## src/rtl/operand_assembler_pkg.sv

```systemverilog
// operand_assembler_pkg: shared FSM state type and command tag value
package operand_assembler_pkg;
  typedef enum logic [0:0] {COLLECT = 1'b0, ISSUE = 1'b1} state_t;
  localparam int TAG_CMD = 0;
endpackage

```

## src/rtl/operand_shreg.sv

```systemverilog
// operand_shreg: one operand register filled MSB chunk first, with own chunk counter and complete flag
module operand_shreg #(
  parameter int DATA_W  = 16,
  parameter int CHUNK_W = 8
) (
  input  logic               clock,
  input  logic               reset_n,
  input  logic               wr_en,
  input  logic [CHUNK_W-1:0] chunk,
  input  logic               clr_flags,
  output logic [DATA_W-1:0]  data,
  output logic               complete
);
  localparam int CHUNKS = DATA_W / CHUNK_W;
  localparam int CNT_W  = CHUNKS > 1 ? $clog2(CHUNKS) : 1;
  logic [CNT_W-1:0] cnt;
  logic [CNT_W-1:0] slot;
  logic             last;
  // a beat to a complete operand restarts it at the MSB slice
  assign slot = complete ? '0 : cnt;
  assign last = (CHUNKS == 1) || (slot == CNT_W'(CHUNKS - 1));
  // slice write, counter advance/wrap, completion tracking
  always_ff @(posedge clock or negedge reset_n) begin
    if (!reset_n) begin
      data     <= '0;
      cnt      <= '0;
      complete <= 1'b0;
    end else if (clr_flags) begin
      cnt      <= '0;
      complete <= 1'b0;
    end else if (wr_en) begin
      data[DATA_W-1-int'(slot)*CHUNK_W -: CHUNK_W] <= chunk;
      cnt      <= last ? '0 : slot + 1'b1;
      complete <= last;
    end
  end
endmodule

```

## src/rtl/operand_assembler.sv

```systemverilog
// operand_assembler: assembles NUM_OPS chunked operands plus opcode behind valid/ready; IN_PARITY_EN adds even-parity beat checking
module operand_assembler
  import operand_assembler_pkg::*;
#(
  parameter int DATA_W  = 16,
  parameter int CHUNK_W = 8,
  parameter int NUM_OPS = 2,
  parameter int OP_W    = 4,
  localparam int TAG_W  = $clog2(NUM_OPS + 1)
) (
  input  logic                      clock,
  input  logic                      reset_n,
  input  logic                      in_valid,
  output logic                      in_ready,
  input  logic [TAG_W-1:0]          in_tag,
  input  logic [CHUNK_W-1:0]        in_data,
`ifdef IN_PARITY_EN
  input  logic                      in_par,
`endif
  output logic [NUM_OPS*DATA_W-1:0] ops,
  output logic [OP_W-1:0]           op,
  output logic                      out_valid,
  input  logic                      out_ready,
  output logic                      err
);
  state_t               state;
  logic [NUM_OPS-1:0]   complete;
  logic [NUM_OPS-1:0]   wr_en;
  logic                 accept, par_ok, is_cmd, bad_tag, all_done, fire, err_d, done;
  assign in_ready  = state == COLLECT;
  assign out_valid = state == ISSUE;
  assign accept    = in_valid && in_ready;
`ifdef IN_PARITY_EN
  assign par_ok    = ~^{in_tag, in_data, in_par};
`else
  assign par_ok    = 1'b1;
`endif
  assign is_cmd    = in_tag == TAG_W'(TAG_CMD);
  assign bad_tag   = in_tag > TAG_W'(NUM_OPS);
  assign all_done  = &complete;
  assign fire      = accept && par_ok && is_cmd && all_done;
  assign err_d     = accept && (!par_ok || bad_tag || (is_cmd && !all_done));
  assign done      = out_valid && out_ready;
  for (genvar g = 0; g < NUM_OPS; g++) begin : g_op
    assign wr_en[g] = accept && par_ok && in_tag == TAG_W'(g + 1);
    operand_shreg #(.DATA_W(DATA_W), .CHUNK_W(CHUNK_W)) u_shreg (
      .clock     (clock),
      .reset_n   (reset_n),
      .wr_en     (wr_en[g]),
      .chunk     (in_data),
      .clr_flags (done),
      .data      (ops[g*DATA_W +: DATA_W]),
      .complete  (complete[g])
    );
  end
  // collect/issue sequencing, opcode latch and registered error pulse
  always_ff @(posedge clock or negedge reset_n) begin
    if (!reset_n) begin
      state <= COLLECT;
      op    <= '0;
      err   <= 1'b0;
    end else begin
      err <= err_d;
      if (fire) begin
        state <= ISSUE;
        op    <= in_data[OP_W-1:0];
      end else if (done) state <= COLLECT;
    end
  end
endmodule

```

## config.mk

```make
export PLATFORM = sky130hd
export DESIGN_NAME = operand_assembler
export DESIGN_NICKNAME = d
export VERILOG_FILES = /design/src/rtl/operand_assembler_pkg.sv /design/src/rtl/operand_shreg.sv /design/src/rtl/operand_assembler.sv
export SDC_FILE = /design/constraint.sdc
export NUM_CORES = 1
export LEC_CHECK = 0
export ABC_AREA = 1
export CORE_MARGIN = 4
export CORE_UTILIZATION = 49
export DETAILED_ROUTE_END_ITERATION = 7
export PLACE_DENSITY = 0.83
export REMOVE_ABC_BUFFERS = 1
export SYNTH_ARGS = -nofsm -noshare
export SYNTH_HDL_FRONTEND = slang
export SYNTH_SLANG_ARGS = --single-unit
```

## constraint.sdc

```tcl
create_clock -name clock -period 2.3 [get_ports clock]
set_input_delay 0.23 -clock clock [delete_from_list [all_inputs] [get_ports clock]]
set_output_delay 0.23 -clock clock [all_outputs]
set_load 0.05 [all_outputs]
```

; Word-level counts from Yosys, hierarchy flattened
; Index checks and enable logic that the tools add are counted.
[word_totals]
wordCells = 57
regBits = 42
out_inout_bits = 39
in_bits = 14
[op_classes]
bitwise_logic = 2
n_mux = 16
shift = 4
reduce_logical = 17
n_eq_ne = 2
n_addsub = 6
magnitude_cmp = 1
[op_table]
columns = operator, n
row1 = $neg A32 Y33, 2
row2 = $shift A8 B33 Y23 const A, 2
row3 = $shiftx A8 B33 Y23, 2
row4 = $bwmux W16, 2
row5 = $mux W1, 14
row6 = $sub A4 B4 Y5 const A, 2
row7 = $logic_and A1 B1 Y1, 8
row8 = $reduce_and A2 Y1, 3
row9 = $reduce_bool A2 Y1, 3
row10 = $add A1 B1 Y1 const B, 2
row11 = $eq A2 B1 Y1 const B, 1
row12 = $eq A2 B2 Y1 const B, 1
row13 = $gt A2 B2 Y1 const B, 1
row14 = $logic_not A2 Y1, 1
row15 = $not A1 Y1, 2
row16 = $logic_not A1 Y1, 1
row17 = $logic_or A1 B1 Y1, 1

; Longest topological paths before layout
; Gate-level depths: netlist of run 1.
[logic_depth]
depth_word = 5
mapped_depth = 6
mapped_depth_nobuf = 5

; Modules after synthesis
; Synthesis of run 1 repeated with hierarchy kept, for this count alone.
[hier_totals]
cells_unflattened = 192
hier_area_um2 = 1759.2
[by_module_without_submodules]
columns = module, cells_per_inst, area_per_inst_um2, n_inst, seq_area_each_um2
row1 = operand_shreg, 78, 730.7, 2, 450.4
row2 = operand_assembler, 36, 297.8, 1, 150.1

; Least setup slack after synthesis of run 1
; OpenSTA, ideal clock, no wires.
[synth_path]
path_type = reg-to-reg
startpoint = register state (netlist: out_valid)
endpoint = register g_op[1].u_shreg.data[6]
synth_period_minus_slack_ps = 1561
arrival_ps = 1495
path_slack_ps = 739
path_stages_with_launch = 7
n_path_buf = 1
setup_ps = 66
required_ps = 2234
cell_sequence = dfrtp_1 inv_2 nand2_2 nor2_4 buf_4 nand3_1 nand2_1
[synth_via]
elab_chain_cells = 4
elab_cells_between_ends = 6
classes_between = bitwise (2) / reduce/logical (4)
[synth_lines]
columns = item, line_no
row1 = from (decl), operand_assembler.sv:26  ; state_t state;
row2 = from (signal assigned), operand_assembler.sv:59  ; state <= COLLECT;
row3 = from (signal assigned), operand_assembler.sv:65  ; state <= ISSUE;
row4 = from (signal assigned), operand_assembler.sv:67  ; end else if (done) state <= COLLECT;
row5 = $not A1 Y1, operand_assembler.sv:30  ; assign in_ready = state == COLLECT;
row6 = named net in_ready, operand_assembler.sv:14  ; output logic in_ready,
row7 = $logic_and A1 B1 Y1, operand_assembler.sv:32  ; assign accept = in_valid && in_ready;
row8 = $logic_and A1 B1 Y1, operand_assembler.sv:45  ; assign wr_en[g] = accept && par_ok && in_tag == TAG_W'(g + 1);
row9 = $reduce_and A2 Y1 (no line), --
row10 = "to (signal, indexed assignment)", operand_shreg.sv:32  ; data[DATA_W-1-int'(slot)*CHUNK_W -: CHUNK_W] <= chunk;
row11 = to (decl), operand_shreg.sv:11  ; output logic [DATA_W-1:0] data,
; The timed path passes the listed nets, and every way through them passes these cells.
; A chain may end at the register's enable or synchronous reset.

; Worst setup path in the final report of run 1
[layout_path]
startpoint = register state (netlist: out_valid)
endpoint = output port in_ready
[layout_via]
elab_chain_cells = 1
[layout_lines]
columns = item, line_no
row1 = $not A1 Y1, operand_assembler.sv:30
row2 = to (decl), operand_assembler.sv:14
; No other way between the ends.

==> results.md, run 1 <==
* Place WS at 0.536 ns
* CP required at approximately 2.1 ns
* FMAX at 0.526 GHz
* Critical Path Start: out_valid
* Crit path max-delay cell type: clkdlybuf4s50_1
* Post-CTS Setup Inserts at 0
* Die X at 67.7 um
* Least-Margin Pin Slew at 0.886 ns
* Overall power at 3.70 mW
* Tot GR Track Use at 0.194
* Setup violators final at 0
* Die Area at approximately 4600 um2
* DR WL/cell at 13.4 um
* Worst path buffer plus inverter count at 2
* P&R area growth vs syn at 34.9%
* Cts repair resizes at 0
* RR Startpoint: out_valid
* CTS sink cnt at 42
* Starting Density at 0.516
* Worst Setup Start Kind: flop
* CTS root buf: clkbuf_4
* First-pass GRT wire length at 6600 um
* Critical Path Fanout Max at 4
* CTS tree: built
* Arrival time worst endpoint at about 1.7 ns
* Post-DP HPWL at about 2900 um
* Vias in the first global route at 1404
* Largest net degree at the start of global routing at 43
* Internal reg-to-reg setup slack at 0.86 ns
* Syn Inst Count at 196
* Status: finished with violations
* CP top delay family: buffers and inverters
* Final hold slack at -0.00270 ns
* Fraction of layout cells with a size suffix above 1 at 0.0751
* Distinct cell type count after synthesis at 14
* Syn_area_per_cell at between 8 and 9 um2
* Synth Register Bits at 42
* Cts hold-fix bufs at 0
* CP peak stage delay at 0.79 ns
* Number of antenna diodes at 0
* Via-to-Cell Ratio at between 5 and 6
* Clock Path Buffers at 2
* ANT nets after route at 0
* Setup ws final at roughly 0.40 ns
* Worst Setup EP: in_ready
* Final Non-Filler Cells at around 300
* Violated checks: negative hold slack
* Mapped cell area at 1750 um2
* Max Cap Violations at 0
* H-tree Lvls at 2
* Worst hold path class: input pin to asynchronous set/reset pin
* Initial DRC count at 101
* Seq/Total Area, Yosys at 0.601
* Pwr Density at 1570 nW/um2
* Port Buf Inserts at 52
* # nets final at around 270
* Core area at 3390 um2
* Final hold vios at 3
* Setup TNS at 0 ns
* Critical path, cell by cell: inv_2, clkdlybuf4s50_1
* DRC at 0
* Peak VDD IR at 765 uV
* Boundary Pins at 53
* Total grt overflow at 0
* LEAKAGE at 1.18 nW
* CTS Buf Count at 5
* Crit share post-route at 0.827
* Levels on crit path at 2
* Initial antenna violation count at 0
* Drt pass-1 iters at 4
* Clk_lat worst skew at between 0.3 and 0.4 ns
* RSZ-0062 raised after global routing: false
* GP Congestion at ~0.77
* DP Cell Count at 291
* DIE HEIGHT at about 68 um
* R2R Path End: g_op[0].u_shreg.data[1]
* Min cycle time layout at 1.90 ns
* Yosys warning total at 0
* R2R depth at 4
* Via Count at 1525
* CP Class: flop to primary output
* Clock Skew at 0.00551 ns
* Total Wirelength at 4000 um
* Clk slew on worst S/H paths at between 0.1 and 0.15 ns
* Kind of capture point of the worst setup path: primary output
* Final slew viol count at 0
* Slew HR at 0.410
* Row count at 21
## sequential cells by signal, summed over array words and instances (netlist names)
name / flops
op: 4
g_op.u_shreg.complete: 2
out_valid: 1
g_op.u_shreg.cnt: 2
g_op.u_shreg.data: 32
err: 1
## cell type report
class                      count  area (um2)
sequential                    42        1050
multi-input combinational    142         642
inverter                       9        33.8
clock buffer                   7        55.1
timing repair buffer          52         515
fill                         262        1030
clock inverter                 1        5.00
tap                           46        57.6
## metal layers
| layer | routed length [um] | GRT usage |
|---|---|---|
| met5 | 0 | 0 |
| met4 | 71 | 0.0835 |
| met3 | 230 | 0.0366 |
| met2 | 1940 | 0.294 |
| met1 | 1760 | 0.271 |
## kinds of logic (layout without fill, tap and decap cells)
logic type,Yosys count,count (layout),synth area share
buf+inv,12,69,0.0322
simple gates,140,140,0.361
flops,42,42,0.601
compound gates,2,2,0.00572
## report_power, final
group,internal (mW),switching (mW),total (mW)
Combinational,0.634,1.46,2.10
Sequential,1.05,0.184,1.23
Clock,0.148,0.223,0.371
## per-stage QoR
| step | hold WS, ns | util | instance area, um2 |
|---|---|---|---|
| 5_1_grt | 0.0527 | 0.696 | 2360 |
| 3_3_place_gp | 0.398 | 0.678 | 2300 |
| 6_report | -0.00270 | 0.696 | 2360 |
| 3_5_place_dp | 0.411 | 0.678 | 2300 |
| 4_1_cts | 0.0243 | 0.696 | 2360 |
| 2_1_floorplan | -0.0656 | - | 1730 |
## placed cells by master (no fill, tap or decap)
cell             Yosys  routed
clkdlybuf4s50_1      0      51
clkinv_2             0       1
nand3_2              4       4
clkbuf_8             0       1
nand3_1             37      37
buf_2                0       1
o21ai_0              1       1
a21oi_1              1       1
nand4_1              4       4
nand2_1             86      86
clkbuf_4             0       5
inv_1                8       8
nor2_4               2       2
nand2_2              1       1
nor2_1               3       3
nor2_2               3       3
clkbuf_1             0       1
inv_2                1       1
dfrtp_1             42      42
## cells in the mapped netlist
| master | number | area [um2] |
|---|---|---|
| a21oi_1 | 1 | 5.00 |
| buf_4 | 3 | 22.5 |
| dfrtp_1 | 42 | 1050 |
| inv_1 | 8 | 30.0 |
| inv_2 | 1 | 3.75 |
| nand2_1 | 86 | 323 |
| nand2_2 | 1 | 6.26 |
| nand3_1 | 37 | 185 |
| nand3_2 | 4 | 40.0 |
| nand4_1 | 4 | 25.0 |
| nor2_1 | 3 | 11.3 |
| nor2_2 | 3 | 18.8 |
| nor2_4 | 2 | 22.5 |
| o21ai_0 | 1 | 5.00 |
## worst reg2reg max path, delay by kind of cell, from the launching register on
family	cells	cell delay (ns)
DFF	1	0.45
and+or+nand+nor	4	0.89
## worst min-delay path by stage
stage | from | to | slack (ns) | depth (start not counted)
floorplan | reset_n | err | -0.07 | 0
global placement | reset_n | g_op[1].u_shreg.data[5] | 0.40 | 1
detailed placement | reset_n | g_op[1].u_shreg.data[5] | 0.41 | 1
CTS | reset_n | g_op[1].u_shreg.data[13] | 0.02 | 1
global route | reset_n | g_op[1].u_shreg.data[7] | 0.05 | 1
finish | reset_n | g_op[1].u_shreg.data[5] | -0.003 | 1
No activity file was read; power rests on OpenSTA's default activity.
==> run 2, diff against run 1 <==
--- a/config.mk
+++ b/config.mk
@@ -7,9 +7,9 @@
 export LEC_CHECK = 0
 export ABC_AREA = 1
 export CORE_MARGIN = 4
-export CORE_UTILIZATION = 49
+export CORE_UTILIZATION = 41
 export DETAILED_ROUTE_END_ITERATION = 7
-export PLACE_DENSITY = 0.83
+export PLACE_DENSITY = 0.74
 export REMOVE_ABC_BUFFERS = 1
 export SYNTH_ARGS = -nofsm -noshare
 export SYNTH_HDL_FRONTEND = slang
==> constraint.sdc (replaced) <==
create_clock -name clock -period 1.7 [get_ports clock]
set_input_delay 0.17 -clock clock [delete_from_list [all_inputs] [get_ports clock]]
set_output_delay 0.17 -clock clock [all_outputs]
set_load 0.05 [all_outputs]
==> results.md, run 2 (synthesis results as in run 1) <==
* DR WL/cell at 13.8 um (+2.9%)
* # nets final at 272 (+2.3%)
* Die X at 73.3 um (+8.2%)
* Min cycle time layout at 1.64 ns
* Final Non-Filler Cells at 308 (+3.0%)
* Comb power frac at 0.552 (-0.014)
* Most frequent cells in the layout: nand2_1 (86), dfrtp_1 (42), nand3_1 (37)
* DIE HEIGHT at 73.3 um (+8.2%)
* Cts hold-fix bufs at 1 (+1)
* Cts repair resizes at 0 (unchanged)
* FMAX at 0.608 GHz
* RSZ-0062 raised after global routing: false
* Most common cell after layout, fill and taps aside: nand2_1
* CTS Buf Count at 5 (unchanged)
* RR Startpoint: out_valid
* Port Buf Inserts at 52 (unchanged)
* Max Cap Violations at 0 (unchanged)
* Kind of capture point of the worst setup path: primary output
* Die Area at 5380 um2 (+17%)
* First-pass GRT wire length at 6970 um (+5.5%)
* CTS root buf: clkbuf_8
* ANT nets after route at 0 (unchanged)
* Clock network power share at 0.117 (+0.017)
* Crit path max-delay cell type: clkdlybuf4s50_1
* Drt pass-1 iters at 4 (unchanged)
* P&R area growth vs syn at 36.1%
* Worst Setup Start Kind: flop
* CP top delay family: buffers and inverters
* Post-DP HPWL at 3070 um (+5.6%)
* Critical Path Start: g_op[0].u_shreg.data[0]
* Least-Margin Pin Slew at 0.511 ns (-0.374 ns)
* Post-CTS Setup Inserts at 0 (unchanged)
* Critical Path Fanout Max at 2 (-2)
* Pwr Density at 2140 nW/um2 (+37%)
* Row count at 23 (+9.5%)
* CP required at 1.53 ns (-0.54 ns)
* Initial DRC count at 162 (+60%)
* CTS sink cnt at 42 (unchanged)
* Clock Skew at 0.00669 ns (+0.00118 ns)
* GP Congestion at 0.822 (+6.8%)
* Number of fill cells in the layout at 375 (+43%)
* Setup TNS at 0 ns (unchanged)
* Boundary Pins at 53 (unchanged)
* Final non-filler cell area at 2380 um2 (+0.90%)
* DRC at 0 (unchanged)
* Post-DP Area at 2290 um2 (-0.22%)
* Sequential power share at 0.331 (-0.002)
* Tot GR Track Use at 0.168 (-0.0258)
* CP peak stage delay at 0.81 ns (+0.02 ns)
* Starting Density at 0.431 (-0.0850)
* Worst path buffer plus inverter count at 1 (-1)
* Levels on crit path at 1 (-1)
* Number of antenna diodes at 0 (unchanged)
* Via Count at 1511 (-0.92%)
* Via-to-Cell Ratio at 4.91 (-3.8%)
* CP Class: flop to primary output
* Core area at 4060 um2 (+20%)
* LEAKAGE at 1.24 nW (+4.9%)
* Largest net degree at the start of global routing at 43 (unchanged)
* Max FFs per register at 32 (unchanged)
* Vias in the first global route at 1463 (+4.2%)
* Power Internal at 2.53 mW (+38%)
* DP Cell Count at 300 (+3.1%)
* Peak VDD IR at 1010 uV (+32%)
* Worst hold path class: input pin to asynchronous set/reset pin
* Total Wirelength at 4240 um (+6.0%)
* Clock Path Buffers at 2 (unchanged)
* Critical path, cell by cell: clkdlybuf4s50_1
* H-tree Lvls at 2 (unchanged)
* Fraction of layout cells with a size suffix above 1 at 0.159 (+0.0838)
* Setup violators final at 0 (unchanged)
* P_sw at 2.57 mW (+37%)
* Status: finished clean
* Arrival time worst endpoint at 1.47 ns (-0.20 ns)
* Clk slew on worst S/H paths at 0.08 ns (-0.04 ns)
* Crit share post-route at 0.968
* Top flop regs: g_op.u_shreg.data x32, op x4
* R2R depth at 4 (unchanged)
* CTS tree: built
* Initial antenna violation count at 0 (unchanged)
* Sw Share at 0.504 (-0.00139)
* Clk_lat worst skew at 0.29 ns (-0.05 ns)
* Total grt overflow at 0 (unchanged)
* Largest reg by FF count: g_op.u_shreg.data
* Util after Layout at 0.587 (-0.109)
* Final slew viol count at 0 (unchanged)
* Final hold vios at 0 (-3)
* Slew HR at 0.659 (+0.250)
-- run 2: cell count changes in the layout (fill, tap and decap cells not counted) --
| cell | delta |
|---|---|
| dlygate4sd3_1 | +1 |
| clkinv_2 | -1 |
| buf_4 | +24 |
| clkdlybuf4s50_1 | -19 |
| clkbuf_4 | -5 |
| clkbuf_1 | +1 |
| clkbuf_8 | +4 |
-- run 2: final cells by class --
type,instances,area [um2],area share
multi-input combinational,142,642,0.270
inverter,9,33.8,0.0142
clock buffer,7,76.3,0.0321
tap,50,62.6,0.0263
sequential,42,1050,0.441
timing repair buffer,58,515,0.217
-- run 2: final timing paths --
path,end,slack [ns]
hold reg to reg,g_op[1].u_shreg.data[10],0.47
max in group asynchronous,g_op[1].u_shreg.data[13],0.87
min in group clock,g_op[1].u_shreg.data[10],0.47
hold / removal,g_op[1].u_shreg.data[0],0.46
setup / recovery,ops[0],0.06
setup reg to reg,g_op[1].u_shreg.data[6],0.36
-- run 2: worst min-delay path, stage by stage --
cell,delay [ns]
dlygate4sd3_1,0.52
buf_2,0.09
buf_4,0.42
-- run 2: metrics by stage --
| stage | setup WS, ns | power (mW) | hold WS, ns |
|---|---|---|---|
| detailed placement | 0.0841 | 4.54 | 0.267 |
| global placement | 0.128 | 4.49 | 0.263 |
| CTS | 0.0423 | 5.14 | 0.478 |
| finish | 0.0552 | 5.10 | 0.464 |
| global route | 0.00674 | 5.38 | 0.501 |
| floorplan | 0.179 | 3.53 | -0.126 |
-- run 2: power groups by stage --
stage	clock network (mW)	registers [mW]	logic, mW
floorplan	0	3.04	0.491
global placement	0	1.70	2.79
detailed placement	0	1.71	2.83
CTS	0.606	1.69	2.84
global route	0.651	1.74	2.99
finish	0.597	1.69	2.81
-- run 2: layer usage --
layer,vias to the layer above,routed length (um),GRT usage
li1,765,-,-
met1,691,1990,0.244
met2,51,1930,0.259
met3,4,300,0.0438
met4,0,24,0.0302
met5,-,0,0
==> run 3, diff against run 2 <==
--- a/config.mk
+++ b/config.mk
@@ -7,9 +7,9 @@
 export LEC_CHECK = 0
 export ABC_AREA = 1
 export CORE_MARGIN = 4
-export CORE_UTILIZATION = 41
+export CORE_UTILIZATION = 49
 export DETAILED_ROUTE_END_ITERATION = 7
-export PLACE_DENSITY = 0.74
+export PLACE_DENSITY = 0.83
 export REMOVE_ABC_BUFFERS = 1
 export SYNTH_ARGS = -nofsm -noshare
 export SYNTH_HDL_FRONTEND = slang
==> constraint.sdc (replaced) <==
create_clock -name clock -period 1.9 [get_ports clock]
set_input_delay 0.19 -clock clock [delete_from_list [all_inputs] [get_ports clock]]
set_output_delay 0.19 -clock clock [all_outputs]
set_load 0.05 [all_outputs]
==> results.md, run 3 (synthesis results as in run 1) <==
* Status: finished clean
* Post-DP Area at 2330 um2 (+1.5%)
* Initial antenna violation count at 0 (unchanged)
* Area of the multi-input gates at 642 um2 (unchanged)
* Reg area at 1050 um2 (unchanged)
* Final hold slack at 0.416 ns (-0.0479 ns)
* DR WL/cell at 13.7 um (-0.41%)
* Vias in the first global route at 1416 (-3.2%)
* Clock Skew at 0.00343 ns (-0.00326 ns)
* Drt pass-1 iters at 4 (unchanged)
* Post-DP HPWL at 3000 um (-2.3%)
* Number of antenna diodes at 0 (unchanged)
* Max FFs per register at 32 (unchanged)
* Overall power at 4.47 mW (-12%)
* CTS Buf Count at 5 (unchanged)
* Top flop regs: g_op.u_shreg.data x32, op x4
* Post-CTS Setup Inserts at 0 (unchanged)
* RSZ-0062 raised after global routing: false
* Crit share post-route at 0.956
* Boundary Pins at 53 (unchanged)
* Arrival time worst endpoint at 1.63 ns (+0.16 ns)
* CTS tree: built
* CTS sink cnt at 42 (unchanged)
* Largest reg by FF count: g_op.u_shreg.data
* Least-Margin Pin Slew at 0.521 ns (+0.00931 ns)
* CTS root buf: clkbuf_4
* Worst path buffer plus inverter count at 1 (unchanged)
* Port Buf Inserts at 52 (unchanged)
* Pwr Density at 1870 nW/um2 (-13%)
* Slew HR at 0.653 (-0.00620)
* Final hold vios at 0 (unchanged)
* Min cycle time layout at ~1.8 ns
* # nets final at 271 (-0.37%)
* FMAX at ~0.55 GHz
* DRC at 0 (unchanged)
* Setup violators final at 0 (unchanged)
* CP required at 1.71 ns (+0.18 ns)
* Internal reg-to-reg setup slack at 0.63 ns (+0.27 ns)
* Die Area at 4590 um2 (-15%)
* Clk slew on worst S/H paths at 0.12 ns (+0.04 ns)
* Via Count at 1534 (+1.5%)
* Worst hold path class: input pin to asynchronous set/reset pin
* H-tree Lvls at 2 (unchanged)
* LEAKAGE at 1.20 nW (-3.1%)
* Max Cap Violations at 0 (unchanged)
* Core area at 3390 um2 (-16%)
* Setup TNS at 0 ns (unchanged)
* Critical path, cell by cell: clkdlybuf4s50_1
* Clk_lat worst skew at 0.35 ns (+0.06 ns)
* GP Congestion at 0.780 (-5.1%)
* Worst Setup Start Kind: flop
* CP top delay family: buffers and inverters
* Tot GR Track Use at 0.197 (+0.0283)
* Row count at 21 (-8.7%)
* Number of fill cells in the layout at 270 (-28%)
* P&R area growth vs syn at 36.6%
* Clock Path Buffers at 2 (unchanged)
* ANT nets after route at 0 (unchanged)
* Total grt overflow at 0 (unchanged)
* Initial DRC count at 105 (-35%)
* Via-to-Cell Ratio at 5.06 (+3.2%)
* Critical Path Fanout Max at 4 (+2)
* DIE HEIGHT at 67.7 um (-7.6%)
* Peak VDD IR at 917 uV (-9.4%)
* CP peak stage delay at 0.83 ns (+0.02 ns)
* CP Class: flop to primary output
* Util after Layout at 0.705 (+0.118)
* Total Wirelength at 4150 um (-2.0%)
* First-pass GRT wire length at 6530 um (-6.2%)
* Most frequent cells in the layout: nand2_1 (86), clkdlybuf4s50_1 (50), dfrtp_1 (42)
* Crit path max-delay cell type: clkdlybuf4s50_1
* Largest net degree at the start of global routing at 43 (unchanged)
* Starting Density at 0.516 (+0.0850)
* Final slew viol count at 0 (unchanged)
* Kind of capture point of the worst setup path: primary output
* Most common cell after layout, fill and taps aside: nand2_1
* Die X at 67.7 um (-7.6%)
* Final non-filler cell area at 2390 um2 (+0.37%)
* Fraction of layout cells with a size suffix above 1 at 0.0895 (-0.0694)
==> run 3: changes by cell type in the layout (fill, tap and decap cells not counted), sizes merged <==
cell           before  now
clkbuf              7    5
buf                25    5
clkdlybuf4s50      32   50
clkinv              0    2
dlymetal6s2s        0    1
==> run 3: area by class of cell <==
cell class              count  area share
clock buffers               5      0.0157
clock inverters             2     0.00419
inverters                   9      0.0141
multi-input cells         142       0.269
flip-flops and latches     42       0.440
well taps                  46      0.0241
repair buffers             57       0.234
==> run 3: layer usage <==
layer | part of all wire | up-vias | global-route usage
met5 | 0 | - | 0
met4 | 0.022 | 0 | 0.0987
met3 | 0.047 | 8 | 0.0366
met2 | 0.49 | 47 | 0.304
met1 | 0.44 | 724 | 0.265
li1 | - | 755 | -
==> run 3: worst paths after layout <==
path                                               start  depth (start not counted)                 endpoint
worst max-delay path                           out_valid                          1                out_valid
worst min-delay path                             reset_n                          3  g_op[1].u_shreg.data[5]
worst max register to register  g_op[1].u_shreg.complete                          4  g_op[1].u_shreg.data[2]
worst min register to register   g_op[1].u_shreg.data[7]                          2  g_op[1].u_shreg.data[7]
max in group asynchronous                        reset_n                          3      g_op[0].u_shreg.cnt
min in group clock                             out_ready                          2                out_valid
==> run 3: worst min-delay path: stages <==
cell	delay [ns]
dlygate4sd3_1	0.52
buf_2	0.10
buf_4	0.42
==> run 3: per-stage QoR <==
stage / cells / setup WS [ns]
floorplan: 193 / 0.379
global placement: 295 / 0.363
detailed placement: 295 / 0.307
CTS: 303 / 0.0150
global route: 303 / 0.0205
finish: 303 / 0.0844
==> run 3: where the power goes <==
| group | leakage [nW] | internal [mW] | total, mW | switching [mW] |
|---|---|---|---|---|
| logic | 0.638 | 0.785 | 2.56 | 1.77 |
| clock network | 0.0308 | 0.133 | 0.414 | 0.280 |
| registers | 0.532 | 1.27 | 1.50 | 0.231 |
| total | 1.20 | 2.19 | 4.47 | 2.28 |
==> run 3: repair_timing <==
item                                    in CTS  in global routing
endpoints found under the setup margin       0                  1
endpoints found under the hold margin       42                  0
resized for setup                            0                  1
hold buffers                                 1                  0
